**src/rtl/jt5911_ctrl.sv**
```systemverilog
// jt5911_ctrl: host command sequencer for an ER5911/93C46-style 3-wire EEPROM with RDY polling.
// cmd_ack->done latency without polling is exactly (4 + 2*sclk_pulses)*CLKDIV clk (constant 0).
module jt5911_ctrl #(
    parameter int PROG   = 0,
    parameter int CLKDIV = 4,
    parameter int TMO    = 4096
) (
    input  logic        clk,
    input  logic        rst_n,
    input  logic        cmd_req,
    input  logic [2:0]  cmd_op,
    input  logic [6:0]  cmd_addr,
    input  logic [15:0] cmd_din,
    output logic        cmd_ack,
    output logic        busy,
    output logic        done,
    output logic        err,
    output logic [15:0] rd_data,
    output logic        scs,
    output logic        sclk,
    output logic        sdi,
    input  logic        sdo,
    input  logic        rdy
);
    localparam int AW  = PROG ? 6 : 7;
    localparam int DW  = PROG ? 16 : 8;
    localparam int CW  = PROG ? 12 : 11;
    localparam int FW  = 2 + CW + DW;
    localparam int DVW = $clog2(CLKDIV);
    localparam int TW  = $clog2(TMO + 1);
    localparam int NW  = $clog2(FW + 1);

    typedef enum logic [2:0] {IDLE, SETUP, XFER, POLL, GAP, DONE} state_t;

    state_t         state, nxt;
    logic [DVW-1:0] div;
    logic [1:0]     hc;
    logic           ph;
    logic [NW-1:0]  cnt, last;
    logic [FW-1:0]  sh;
    logic [DW-1:0]  rsh;
    logic [2:0]     op;
    logic [TW-1:0]  tcnt;
    logic [3:0]     op4;
    logic           tick, bit_end, tmo_hit, is_rd, is_wr, is_er, unused_bits;

    assign tick        = div == DVW'(CLKDIV - 1);
    assign is_rd       = op == 3'd0;
    assign is_wr       = op == 3'd1;
    assign is_er       = op == 3'd4;
    assign last        = (is_rd || is_wr) ? NW'(FW - 1) : NW'(CW + 1);
    assign bit_end     = state == XFER && tick && ph;
    assign tmo_hit     = tcnt == TW'(TMO - 1);
    assign op4         = cmd_op == 3'd0 ? 4'b1000 : cmd_op == 3'd1 ? 4'b0100 :
                         cmd_op == 3'd2 ? 4'b0011 : cmd_op == 3'd4 ? 4'b0010 : 4'b0000;
    assign unused_bits = ^{cmd_addr, cmd_din};

    assign busy = state != IDLE && state != DONE;
    assign done = state == DONE;
    assign scs  = state == SETUP || state == XFER || state == POLL;
    assign sclk = state == XFER && ph;
    assign sdi  = state == XFER && sh[FW-1];

    // One XFER state walks the whole frame: pre bit, start bit, command, then write/read data.
    always_comb begin
        nxt = state;
        case (state)
            IDLE:    nxt = cmd_req ? (cmd_op > 3'd4 ? DONE : SETUP) : IDLE;
            SETUP:   nxt = (tick && hc[0]) ? XFER : SETUP;
            XFER:    nxt = (bit_end && cnt == last) ? ((is_wr || is_er) ? POLL : GAP) : XFER;
            POLL:    nxt = (hc[1] && (rdy || tmo_hit)) ? GAP : POLL;
            GAP:     nxt = (tick && hc[0]) ? DONE : GAP;
            default: nxt = IDLE;
        endcase
    end

    always_ff @(posedge clk or negedge rst_n) begin
        if (!rst_n) begin
            state   <= IDLE;
            div     <= '0;
            hc      <= '0;
            ph      <= 1'b0;
            cnt     <= '0;
            sh      <= '0;
            rsh     <= '0;
            op      <= '0;
            tcnt    <= '0;
            err     <= 1'b0;
            cmd_ack <= 1'b0;
            rd_data <= '0;
        end else begin
            state   <= nxt;
            cmd_ack <= state == IDLE && cmd_req;
            div     <= (state == IDLE || (state == POLL && nxt == GAP) || tick) ? '0 : div + 1'b1;
            hc      <= nxt != state ? '0 : hc + {1'b0, tick && !hc[1]};
            ph      <= state == XFER && (ph ^ tick);
            cnt     <= state == XFER ? cnt + NW'(bit_end) : '0;
            tcnt    <= (state == POLL && hc[1]) ? tcnt + 1'b1 : '0;
            if (state == IDLE && cmd_req) begin
                op  <= cmd_op;
                err <= cmd_op > 3'd4;
                sh  <= {2'b01, op4, (CW - 4)'(cmd_addr[AW-1:0]), cmd_din[DW-1:0]};
            end
            if (state == POLL && nxt == GAP && !rdy) err <= 1'b1;
            if (bit_end) begin
                sh  <= sh << 1;
                rsh <= {rsh[DW-2:0], sdo};
            end
            if (bit_end && cnt == last && is_rd) rd_data <= 16'({rsh[DW-2:0], sdo});
        end
    end
endmodule

```
**config.mk**
```make
export PLATFORM = sky130hd
export DESIGN_NAME = jt5911_ctrl
export DESIGN_NICKNAME = d
export VERILOG_FILES = /design/src/rtl/jt5911_ctrl.sv
export SDC_FILE = /design/constraint.sdc
export NUM_CORES = 1
export LEC_CHECK = 0
export ABC_AREA = 1
export BUFFER_PORTS_ARGS = -buffer_cell sky130_fd_sc_hd__buf_4
export CORE_MARGIN = 4
export CORE_UTILIZATION = 50
export DETAILED_ROUTE_END_ITERATION = 10
export PLACE_DENSITY = 0.71
export RECOVER_POWER = 25
export SLEW_MARGIN = 15
export SYNTH_ARGS = -nofsm -noshare
export SYNTH_HDL_FRONTEND = slang
export SYNTH_SLANG_ARGS = --single-unit
```
**constraint.sdc**
```tcl
create_clock -name clk -period 1.57 [get_ports clk]
set_input_delay 0.0785 -clock clk [delete_from_list [all_inputs] [get_ports clk]]
set_output_delay 0.0785 -clock clk [all_outputs]
set_load 0.02 [all_outputs]
```
Word level (Yosys, flattened, before mapping)
Cells that the tools add are included.
{"block": "classes", "magnitude_cmp": 1, "addsub": 4, "n_mux": 21, "n_eq_ne": 16, "n_bitwise": 1, "reduce_logical": 30}
{"cell": "21-bit two-way mux", "n": 2}
{"cell": "3-bit two-way mux", "n": 6}
{"cell": "3-bit equality test, second input constant", "n": 5}
{"cell": "1-bit logical AND", "n": 15}
{"cell": "3-bit one-hot mux with 5 select lines", "n": 1}
{"cell": "13-bit by 1-bit adder with 13-bit output, second input constant", "n": 1}
{"cell": "13-bit by 12-bit equality test with 1-bit output, second input constant", "n": 1}
{"cell": "13-bit two-way mux", "n": 1}
{"cell": "2-bit two-way mux", "n": 5}
{"cell": "5-bit two-way mux", "n": 2}
{"cell": "3-bit by 1-bit equality test with 1-bit output, second input constant", "n": 3}
{"cell": "3-bit by 2-bit equality test with 1-bit output, second input constant", "n": 3}
{"cell": "3-bit logical NOT", "n": 3}
{"cell": "1-bit logical OR", "n": 7}
{"cell": "5-bit by 1-bit adder with 5-bit output", "n": 1}
{"cell": "5-bit equality test", "n": 1}
{"cell": "4-bit two-way mux", "n": 1}
{"cell": "2-bit nonzero test", "n": 2}
{"cell": "3-bit > comparator, second input constant", "n": 1}
{"cell": "1-bit two-way mux", "n": 3}
{"cell": "3-bit != test", "n": 1}
{"cell": "3-bit != test, second input constant", "n": 1}
{"cell": "3-bit nonzero test", "n": 1}
{"cell": "2-bit by 1-bit adder with 2-bit output", "n": 1}
{"cell": "other kinds (4)", "n": 5}
{"block": "totals", "inputBits": 31, "wordCells": 85, "out_inout_bits": 23, "ff_bits": 67}

Logic depth before layout (Yosys ltp)
Gate-level depths: netlist (run 1).
{"block": "depth", "word_depth": 12, "ltp_mapped": 13, "mapped_depth_nobuf": 13}

Worst setup path after synthesis (run 1)
No wires, ideal clock.
{"block": "synth_path", "path_kind": "reg-to-reg", "from": "reg div[0]", "to": "reg cnt[4]", "path_buffers": 0, "t_arrival_ps": 1505, "path_slack_ps": -59, "path_stages_with_launch": 11, "required_time_ps": 1447, "synth_period_minus_slack_ps": 1629, "setup_ps": 123, "path_cell_list": "dfrtp_1 ha_1 nand2_1 inv_1 nand3_4 inv_4 ha_1 ha_1 nand3_1 o21ai_0 a21oi_1"}
{"block": "synth_between", "elab_chain_cells": 5}
{"element": "from (decl)", "line_no": "36", "source": "logic [DVW-1:0] div;"}
{"element": "from (signal assigned)", "line_no": "94", "source": "div <= (state == IDLE || (state == POLL && nxt == GAP) || tick) ? '0 : div + 1'b1;"}
{"element": "2-bit equality test", "line_no": "47", "source": "assign tick = div == DVW'(CLKDIV - 1);"}
{"element": "1-bit logical AND (2 in series)", "line_no": "52", "source": "assign bit_end = state == XFER && tick && ph;"}
{"element": "5-bit by 1-bit adder with 5-bit output", "line_no": "97", "source": "cnt <= state == XFER ? cnt + NW'(bit_end) : '0;"}
{"element": "5-bit two-way mux", "line_no": "97"}
{"element": "to (signal assigned)", "line_no": "97"}
{"element": "to (decl)", "line_no": "39", "source": "logic [NW-1:0] cnt, last;"}
Every way passes these cells.
A chain may end at the register's enable or synchronous reset.

Worst setup path in the final report (run 1)
Same ends and word-level chain as after synthesis.

==> impl_metrics.sql, run 1 <==
INSERT INTO impl_metrics (metric_group, metric, value, unit) VALUES
('die', 'fp.coreArea', '6030', 'sq um'),
('drt', 'drt_first_iter_violations', '117', ''),
('final_layout', 'post_route_cells_drive_above_1_share', '29.2', '%'),
('timing', 'clock_skew', '0.00575', 'ns'),
('power_and_ir_drop', 'powerDensity', '1340', 'nW/um^2'),
('critical_path', 'cp_slowest_stage_delay', '0.39', 'ns'),
('timing', 'final_hold_slack', '-0.000934', 'ns'),
('power_and_ir_drop', 'power_frac_seq', '39.1', '%'),
('power_and_ir_drop', 'sw_frac_of_total', '33.5', '%'),
('final_layout', 'final_stage_net_count', '480', ''),
('yosys', 'yosys.area.top_type_share', '53.1', '%'),
('drt', 'detailroute.via_count', '2613', ''),
('final_layout', 'final_core_utilization', '70.6', '%'),
('critical_path', 'cp_slowest_cell', 'dfrtp_1', ''),
('global_routing', 'grt_pass1_vias', '2440', ''),
('yosys', 'yosys-top-cells-area', 'dfrtp_1, nand2_1, inv_1, nor2_1, o221ai_1', ''),
('drt', 'ant_nets', '0', ''),
('timing', 'period_minus_slack', '1.56', 'ns'),
('power_and_ir_drop', 'internal_power_contribution', '3.79', 'mW'),
('drt', 'postRouteWirelength', '6580', 'um'),
('yosys', 'synth-edff-count', '0', ''),
('final_layout', 'syn2layout_area_growth', '34.7', '%'),
('critical_path', 'reg2reg_from', 'div[0]', ''),
('worst_hold_path', 'worstHoldPathType', 'input port to register', ''),
('timing', 'timing_worst_slew_pin_value', '0.666', 'ns'),
('place', 'dp_hpwl', '4220', 'um'),
('global_routing', 'grt_start_max_net_pins', '42', ''),
('yosys', 'postSynth.asyncResetShare', '100', '%'),
('timing', 'final_hold_violating_endpoints', '1', ''),
('power_and_ir_drop', 'power_switching', '1.91', 'mW'),
('place', 'placement.cell_area', '3630', 'sq um'),
('critical_path', 'worstRegToRegCells', '10', ''),
('timing', 'share_of_the_cycle_needed_by_the_critical_path_after_routing', '99.7', '%'),
('timing', 'post-route-worst-setup-slack', '0.00541', 'ns'),
('timing', 'max_slew_margin', '55.6', '%'),
('critical_path', 'crit_buf_inv', '2', ''),
('yosys', 'syn-cell-area', '3160', 'sq um'),
('timing', 'fin_setup_tns', '0', 'ns'),
('yosys', 'synth.yosys.seq_area_share', '53.1', '%'),
('worst_hold_path', 'min-delay-start', 'cmd_op[2]', ''),
('clock_network', 'clock_latency', '0.34', 'ns'),
('critical_path', 'cp_max_fo', '4', ''),
('drt', 'detail_route.first_pass.iterations', '4', ''),
('power_and_ir_drop', 'share_clk_of_total_power', '27.0', '%'),
('critical_path', 'rr_endpoint', 'cnt[4]', ''),
('power_and_ir_drop', 'combinationalPowerShare', '33.9', '%'),
('outcome', 'status', 'complete, but fails checks', ''),
('drt', 'drcViolationCount', '0', ''),
('yosys', 'netlist.top_cell.by_area', 'dfrtp_1', ''),
('global_routing', 'groute.usage.overall', '18.0', '%'),
('worst_hold_path', 'min_to', 'sh[18]', ''),
('critical_path', 'crit_path_start_kind', 'register', ''),
('die', 'die_h', '87.5', 'um'),
('drt', 'average_via_count_per_standard_cell', '4.99', ''),
('yosys', 'ys_dominant_reg_cell', 'dfrtp_1', ''),
('place', 'dp_worst_setup_slack', '-0.00416', 'ns'),
('die', 'dieArea', '7650', 'sq um'),
('timing', 'rsz_0062_raised_after_global_routing', 'yes', ''),
('outcome', 'violations', 'hold timing', ''),
('final_layout', 'final_cell_area', '4260', 'sq um'),
('global_routing', 'antenna_found_initial', '0', ''),
('final_layout', 'fill_cells', '483', ''),
('final_layout', 'n_antenna_cell', '0', ''),
('clock_network', 'cts_root_buf', 'clkbuf_8', ''),
('critical_path', 'criticalPathCategory', 'register to register', ''),
('critical_path', 'worst_ep_arrival_time', '1.83', 'ns'),
('clock_network', 'cts_buffers', '9', ''),
('clock_network', 'cts_htree_levels', '3', ''),
('clock_network', 'numClockSinks', '67', ''),
('timing', 'max_freq', '639', 'MHz'),
('run', 'max_cap_viol_count', '0', '');
-- final cells by class --
| type | instances | area (sq um) | area share [%] |
|---|---|---|---|
| Sequential cell | 67 | 1680 | 39.4 |
| Multi-Input combinational cell | 225 | 1330 | 31.1 |
| Timing Repair Buffer | 83 | 723 | 17.0 |
| Inverter | 58 | 228 | 5.35 |
| Clock buffer | 11 | 131 | 3.09 |
| Tap cell | 75 | 93.8 | 2.21 |
| Clock inverter | 5 | 77.6 | 1.82 |
-- worst max-delay path by stage --
stage               endpoint  slack [ns]  cells past startpoint    from
detailed placement    cnt[4]      -0.004                     10  div[0]
global route          sh[16]       -0.11                     10  div[0]
finish                cnt[4]       0.005                     10  div[0]
CTS                    hc[0]       0.005                     12  div[0]
floorplan             cnt[4]        0.04                     10  div[0]
global placement      cnt[4]        0.03                     10  div[0]
-- per-stage QoR --
step,hold WS [ns],power (mW),instances
2_1_floorplan,-0.217,3.41,366
3_3_place_gp,0.0226,3.89,481
3_5_place_dp,0.0253,3.93,481
4_1_cts,0.0366,5.51,517
5_1_grt,0.00626,6.10,524
6_report,-0.000934,5.70,524
-- metal layers --
layer | wire length (um) | global-route usage (%) | vias to the layer above
met5 | 0 | 0 | -
met2 | 3090 | 27.3 | 51
met1 | 3110 | 25.0 | 1234
met4 | 129 | 8.51 | 0
li1 | - | - | 1314
met3 | 245 | 3.41 | 14
-- power by group through the flow --
stage               Combinational (mW)  Sequential (mW)  Clock (mW)
CTS                               1.73             2.22        1.56
finish                            1.93             2.23        1.54
detailed placement                1.68             2.25           0
global route                      2.19             2.27        1.65
floorplan                         1.16             2.26           0
global placement                  1.64             2.24           0
-- flip-flops by register name, indices dropped and copies added (netlist names), 3 cells and up --
register / cells
sh: 21
tcnt: 13
rd_data: 8
rsh: 7
cnt: 5
op: 3
state: 3
-- cells in the final DEF (no fill, tap or decap), types with 5 or more instances in the layout --
cell           synthesis  routed
nand2_2                0      11
nor2_1                36      33
o21ai_0               13      10
nor3_1                 7       7
nand3_1               17      13
o21ai_2                0       6
dlygate4sd3_1          0      18
o21ai_1                8       5
inv_2                  2       9
buf_4                  8      57
dfrtp_1               67      67
inv_1                 54      47
clkbuf_8               0       9
nand2_1               79      65
conb_1                 1       8
a21oi_1               12      11
o221ai_1              15      15
-- Yosys cell counts, drive strengths merged (2+ instances only) --
cell	n
a21oi	12
nor3b	3
ha	5
inv	58
o21ai	21
nor2	41
dfrtp	67
o221ai	15
nand3	18
nand4	2
nor3	7
clkbuf	3
xnor2	3
buf	13
nand2	80
-- logic make-up (layout without fill, tap and decap cells) --
| family | count (synthesis) | after routing | synth area share [%] |
|---|---|---|---|
| AO/OA/AOI/OAI | 56 | 56 | 11.3 |
| XOR/XNOR | 4 | 4 | 1.11 |
| adder cells (fa/ha/maj) | 5 | 5 | 1.98 |
| buffers and inverters | 74 | 157 | 10.7 |
| flip-flops | 67 | 67 | 53.1 |
| multiplexers | 1 | 1 | 0.356 |
| other | 1 | 8 | 0.119 |
| AND/OR/NAND/NOR | 151 | 151 | 21.4 |
-- timing repair --
| item | in CTS | in global routing |
|---|---|---|
| endpoints found under the setup margin | 1 | 40 |
| gates resized for setup | 1 | 51 |
| cloned | 0 | 1 |
| pin swaps | 0 | 10 |
| hold buffers | 18 | 0 |
| hold endpoints to repair | 43 | 0 |
| setup buffers | 2 | 6 |
(Power assumes the default switching activity.)
==> run 2, diff against run 1 <==
--- a/config.mk
+++ b/config.mk
@@ -8,9 +8,9 @@
 export ABC_AREA = 1
 export BUFFER_PORTS_ARGS = -buffer_cell sky130_fd_sc_hd__buf_4
 export CORE_MARGIN = 4
-export CORE_UTILIZATION = 50
+export CORE_UTILIZATION = 56
 export DETAILED_ROUTE_END_ITERATION = 10
-export PLACE_DENSITY = 0.71
+export PLACE_DENSITY = 0.76
 export RECOVER_POWER = 25
 export SLEW_MARGIN = 15
 export SYNTH_ARGS = -nofsm -noshare
==> constraint.sdc (replaced) <==
create_clock -name clk -period 1.63 [get_ports clk]
set_input_delay 0.0815 -clock clk [delete_from_list [all_inputs] [get_ports clk]]
set_output_delay 0.0815 -clock clk [all_outputs]
set_load 0.02 [all_outputs]
==> run 2 against run 1 <==
  * The run still ends with hold timing left
  * Final cell count is 1.9% lower
  * Largest power group unchanged
  * Highest routed layer unchanged
  * Fmax fell by 1.5%
  * Hold slack lost 0.0058 ns
==> impl_metrics.sql, run 2 (synthesized netlist as in run 1, its figures left out) <==
INSERT INTO impl_metrics (metric_group, metric, value, unit) VALUES
('outcome', 'status', 'complete, but fails checks', ''),
('outcome', 'violations', 'hold timing', ''),
('final_layout', 'filler_free_cell_count_of_the_finished_design', '514', ''),
('global_routing', 'grt_start_max_net_pins', '39', ''),
('die', 'dieArea', '6910', 'sq um'),
('die', 'rows', '27', ''),
('critical_path', 'crit_path_start_kind', 'register', ''),
('die', 'die_w', '83.1', 'um'),
('timing', 'timing_max_transition_violations_final', '0', ''),
('critical_path', 'critical_path.top_delay_family', 'simple AND/OR/NAND/NOR gates', ''),
('die', 'floorplan.initialDensity', '57.7', '%'),
('clock_network', 'cts_htree_levels', '3', ''),
('critical_path', 'crit_buf_inv', '4', ''),
('drt', 'detailroute.via_count', '2609', ''),
('final_layout', 'n_antenna_cell', '0', ''),
('worst_hold_path', 'worstHoldPathType', 'input port to register', ''),
('critical_path', 'cell_chain_of_the_critical_path', 'ha_2 > nand2_1 > inv_2 > nand3_4 > inv_4 > buf_4 > nor2_4 > inv_6 > nor2_2 > a41oi_2', ''),
('critical_path', 'worst_ep_arrival_time', '1.80', 'ns'),
('clock_network', 'numClockSinks', '67', ''),
('power_and_ir_drop', 'power.ir.vdd_worst', '0.870', 'mV'),
('final_layout', 'post_route_cells_drive_above_1_share', '25.1', '%'),
('timing', 'period_minus_slack', '1.59', 'ns'),
('drt', 'average_via_count_per_standard_cell', '5.08', ''),
('clock_network', 'cts_root_buf', 'clkbuf_8', ''),
('global_routing', 'grt_overflow', '0', ''),
('clock_network', 'cts_buffers', '9', ''),
('die', 'die_h', '83.1', 'um'),
('drt', 'drt_first_iter_violations', '119', ''),
('global_routing', 'grt_first_pass_wirelength', '11100', 'um'),
('critical_path', 'cp_slowest_cell', 'dfrtp_1', ''),
('critical_path', 'criticalPathCategory', 'register to register', ''),
('timing', 'finalSetupViolations', '0', ''),
('final_layout', 'max_flop_register', 'sh', ''),
('run', 'max_cap_viol_count', '0', ''),
('clock_network', 'cts.reportedPaths.clkPinSlew', '0.08', 'ns'),
('final_layout', 'fill_cells', '422', ''),
('critical_path', 'cp_slowest_stage_delay', '0.38', 'ns'),
('timing', 'final_hold_violating_endpoints', '1', ''),
('worst_hold_path', 'min-delay-start', 'cmd_op[2]', ''),
('clock_network', 'tritoncts', 'done', ''),
('clock_network', 'clk_path_buf_depth', '2', ''),
('timing', 'max_slew_margin', '50.9', '%'),
('global_routing', 'groute.usage.overall', '19.9', '%'),
('drt', 'post_drt_wl_per_cell', '13.2', 'um'),
('global_routing', 'antenna_found_initial', '0', ''),
('critical_path', 'cp_capture_type', 'register', ''),
('clock_network', 'clock_latency', '0.35', 'ns'),
('global_routing', 'grt_pass1_vias', '2514', ''),
('place', 'dp_hpwl', '4270', 'um'),
('place', 'place.detailed.instances', '473', ''),
('drt', 'postRouteWirelength', '6810', 'um'),
('power_and_ir_drop', 'leakage_dissipation', '1.97', 'nW'),
('timing', 'share_of_the_cycle_needed_by_the_critical_path_after_routing', '97.4', '%'),
('final_layout', 'commonest_non_fill_non_tap_cell_in_the_layout', 'nand2_1', ''),
('timing', 'max_freq', '630', 'MHz'),
('place', 'gp_congestion', '0.795', ''),
('place', 'port-buffer-count', '37', ''),
('drt', 'detail_route.first_pass.iterations', '4', ''),
('timing', 'fin_setup_tns', '0', 'ns'),
('critical_path', 'cp.required', '1.84', 'ns'),
('timing', 'rsz_0062_raised_after_global_routing', 'yes', ''),
('final_layout', 'register_area', '1680', 'sq um'),
('die', 'fp.coreArea', '5470', 'sq um'),
('final_layout', 'syn2layout_area_growth', '28.4', '%'),
('critical_path', 'cp_max_fo', '18', ''),
('final_layout', 'final_stage_net_count', '473', ''),
('final_layout', 'multi_input_comb_area', '1270', 'sq um'),
('power_and_ir_drop', 'powerDensity', '1300', 'nW/um^2'),
('final_layout', 'largest_reg_flops', '21', ''),
('critical_path', 'reg2reg_from', 'div[1]', ''),
('final_layout', 'most-common-layout-cells', 'nand2_1, dfrtp_1, buf_4', ''),
('drt', 'ant_nets', '0', ''),
('timing', 'timing_worst_slew_pin_value', '0.736', 'ns'),
('timing', 'clock_skew', '0.00714', 'ns'),
('critical_path', 'startpoint', 'div[1]', ''),
('timing', 'final_hold_slack', '-0.00674', 'ns'),
('final_layout', 'largest_registers', 'sh (21), tcnt (13), rd_data (8)', ''),
('die', 'io_pins', '54', ''),
('drt', 'drcViolationCount', '0', '');
[run 2: cell count changes in the layout (fill, tap and decap cells not counted), moves of 3 or more]
cell     previous run  this run
nand2_1            65        73
buf_4              57        54
nand2_4             4         1
o21ai_1             5         9
nand2_2            11         6
o21ai_2             6         0
[run 2: final cells by class]
cell class,count,share of cell area [%]
inverters,58,5.55
repair buffers,76,15.5
clock buffers,9,3.05
clock inverters,7,1.11
flip-flops and latches,67,41.3
well taps,72,2.22
multi-input cells,225,31.2
[run 2: repair_timing]
item / 4_1_cts / 5_1_grt
setup buffers: 0 / 8
hold endpoints to repair: 45 / 0
hold buffers: 17 / 0
setup endpoints to repair: 4 / 22
resized for setup: 5 / 27
pin swaps: 1 / 6
[run 2: where the power goes]
part           internal [mW]  switching, mW  leakage (nW)
clock                  0.545          0.669        0.0887
sequential              2.00          0.155         0.879
combinational          0.788           1.13          1.01
total                   3.34           1.95          1.97
[run 2: metal layers]
layer | vias to the layer above | track usage [%] | routed length (um)
met5 | - | 0 | 0
met4 | 0 | 6.69 | 111
met3 | 11 | 5.36 | 273
met2 | 56 | 34.0 | 3460
met1 | 1248 | 24.4 | 2960
li1 | 1294 | - | -
[run 2: stage by stage]
| step | instance area [sq um] | total power, mW | hold slack (ns) | setup slack (ns) | util (%) |
|---|---|---|---|---|---|
| floorplan | 3190 | 3.28 | -0.214 | 0.00129 | - |
| global placement | 3560 | 3.65 | 0.0317 | 0.0228 | 65.0 |
| detailed placement | 3560 | 3.74 | 0.0430 | -0.0308 | 65.0 |
| CTS | 3910 | 4.99 | 0.00794 | 0.00731 | 71.5 |
| global route | 4060 | 5.64 | 0.0233 | -0.0669 | 74.1 |
| finish | 4060 | 5.29 | -0.00674 | 0.0420 | 74.1 |
[run 2: final timing paths]
| path | to | slack [ns] | depth (start not counted) |
|---|---|---|---|
| worst max register to register | sh[16] | 0.04 | 10 |
| worst min-delay path | sh[18] | -0.007 | 2 |
| max in group asynchronous | op[2] | 0.25 | 3 |
| worst max-delay path | sh[16] | 0.04 | 10 |
| min in group asynchronous | tcnt[3] | 0.33 | 2 |
| worst min register to register | div[0] | 0.43 | 1 |
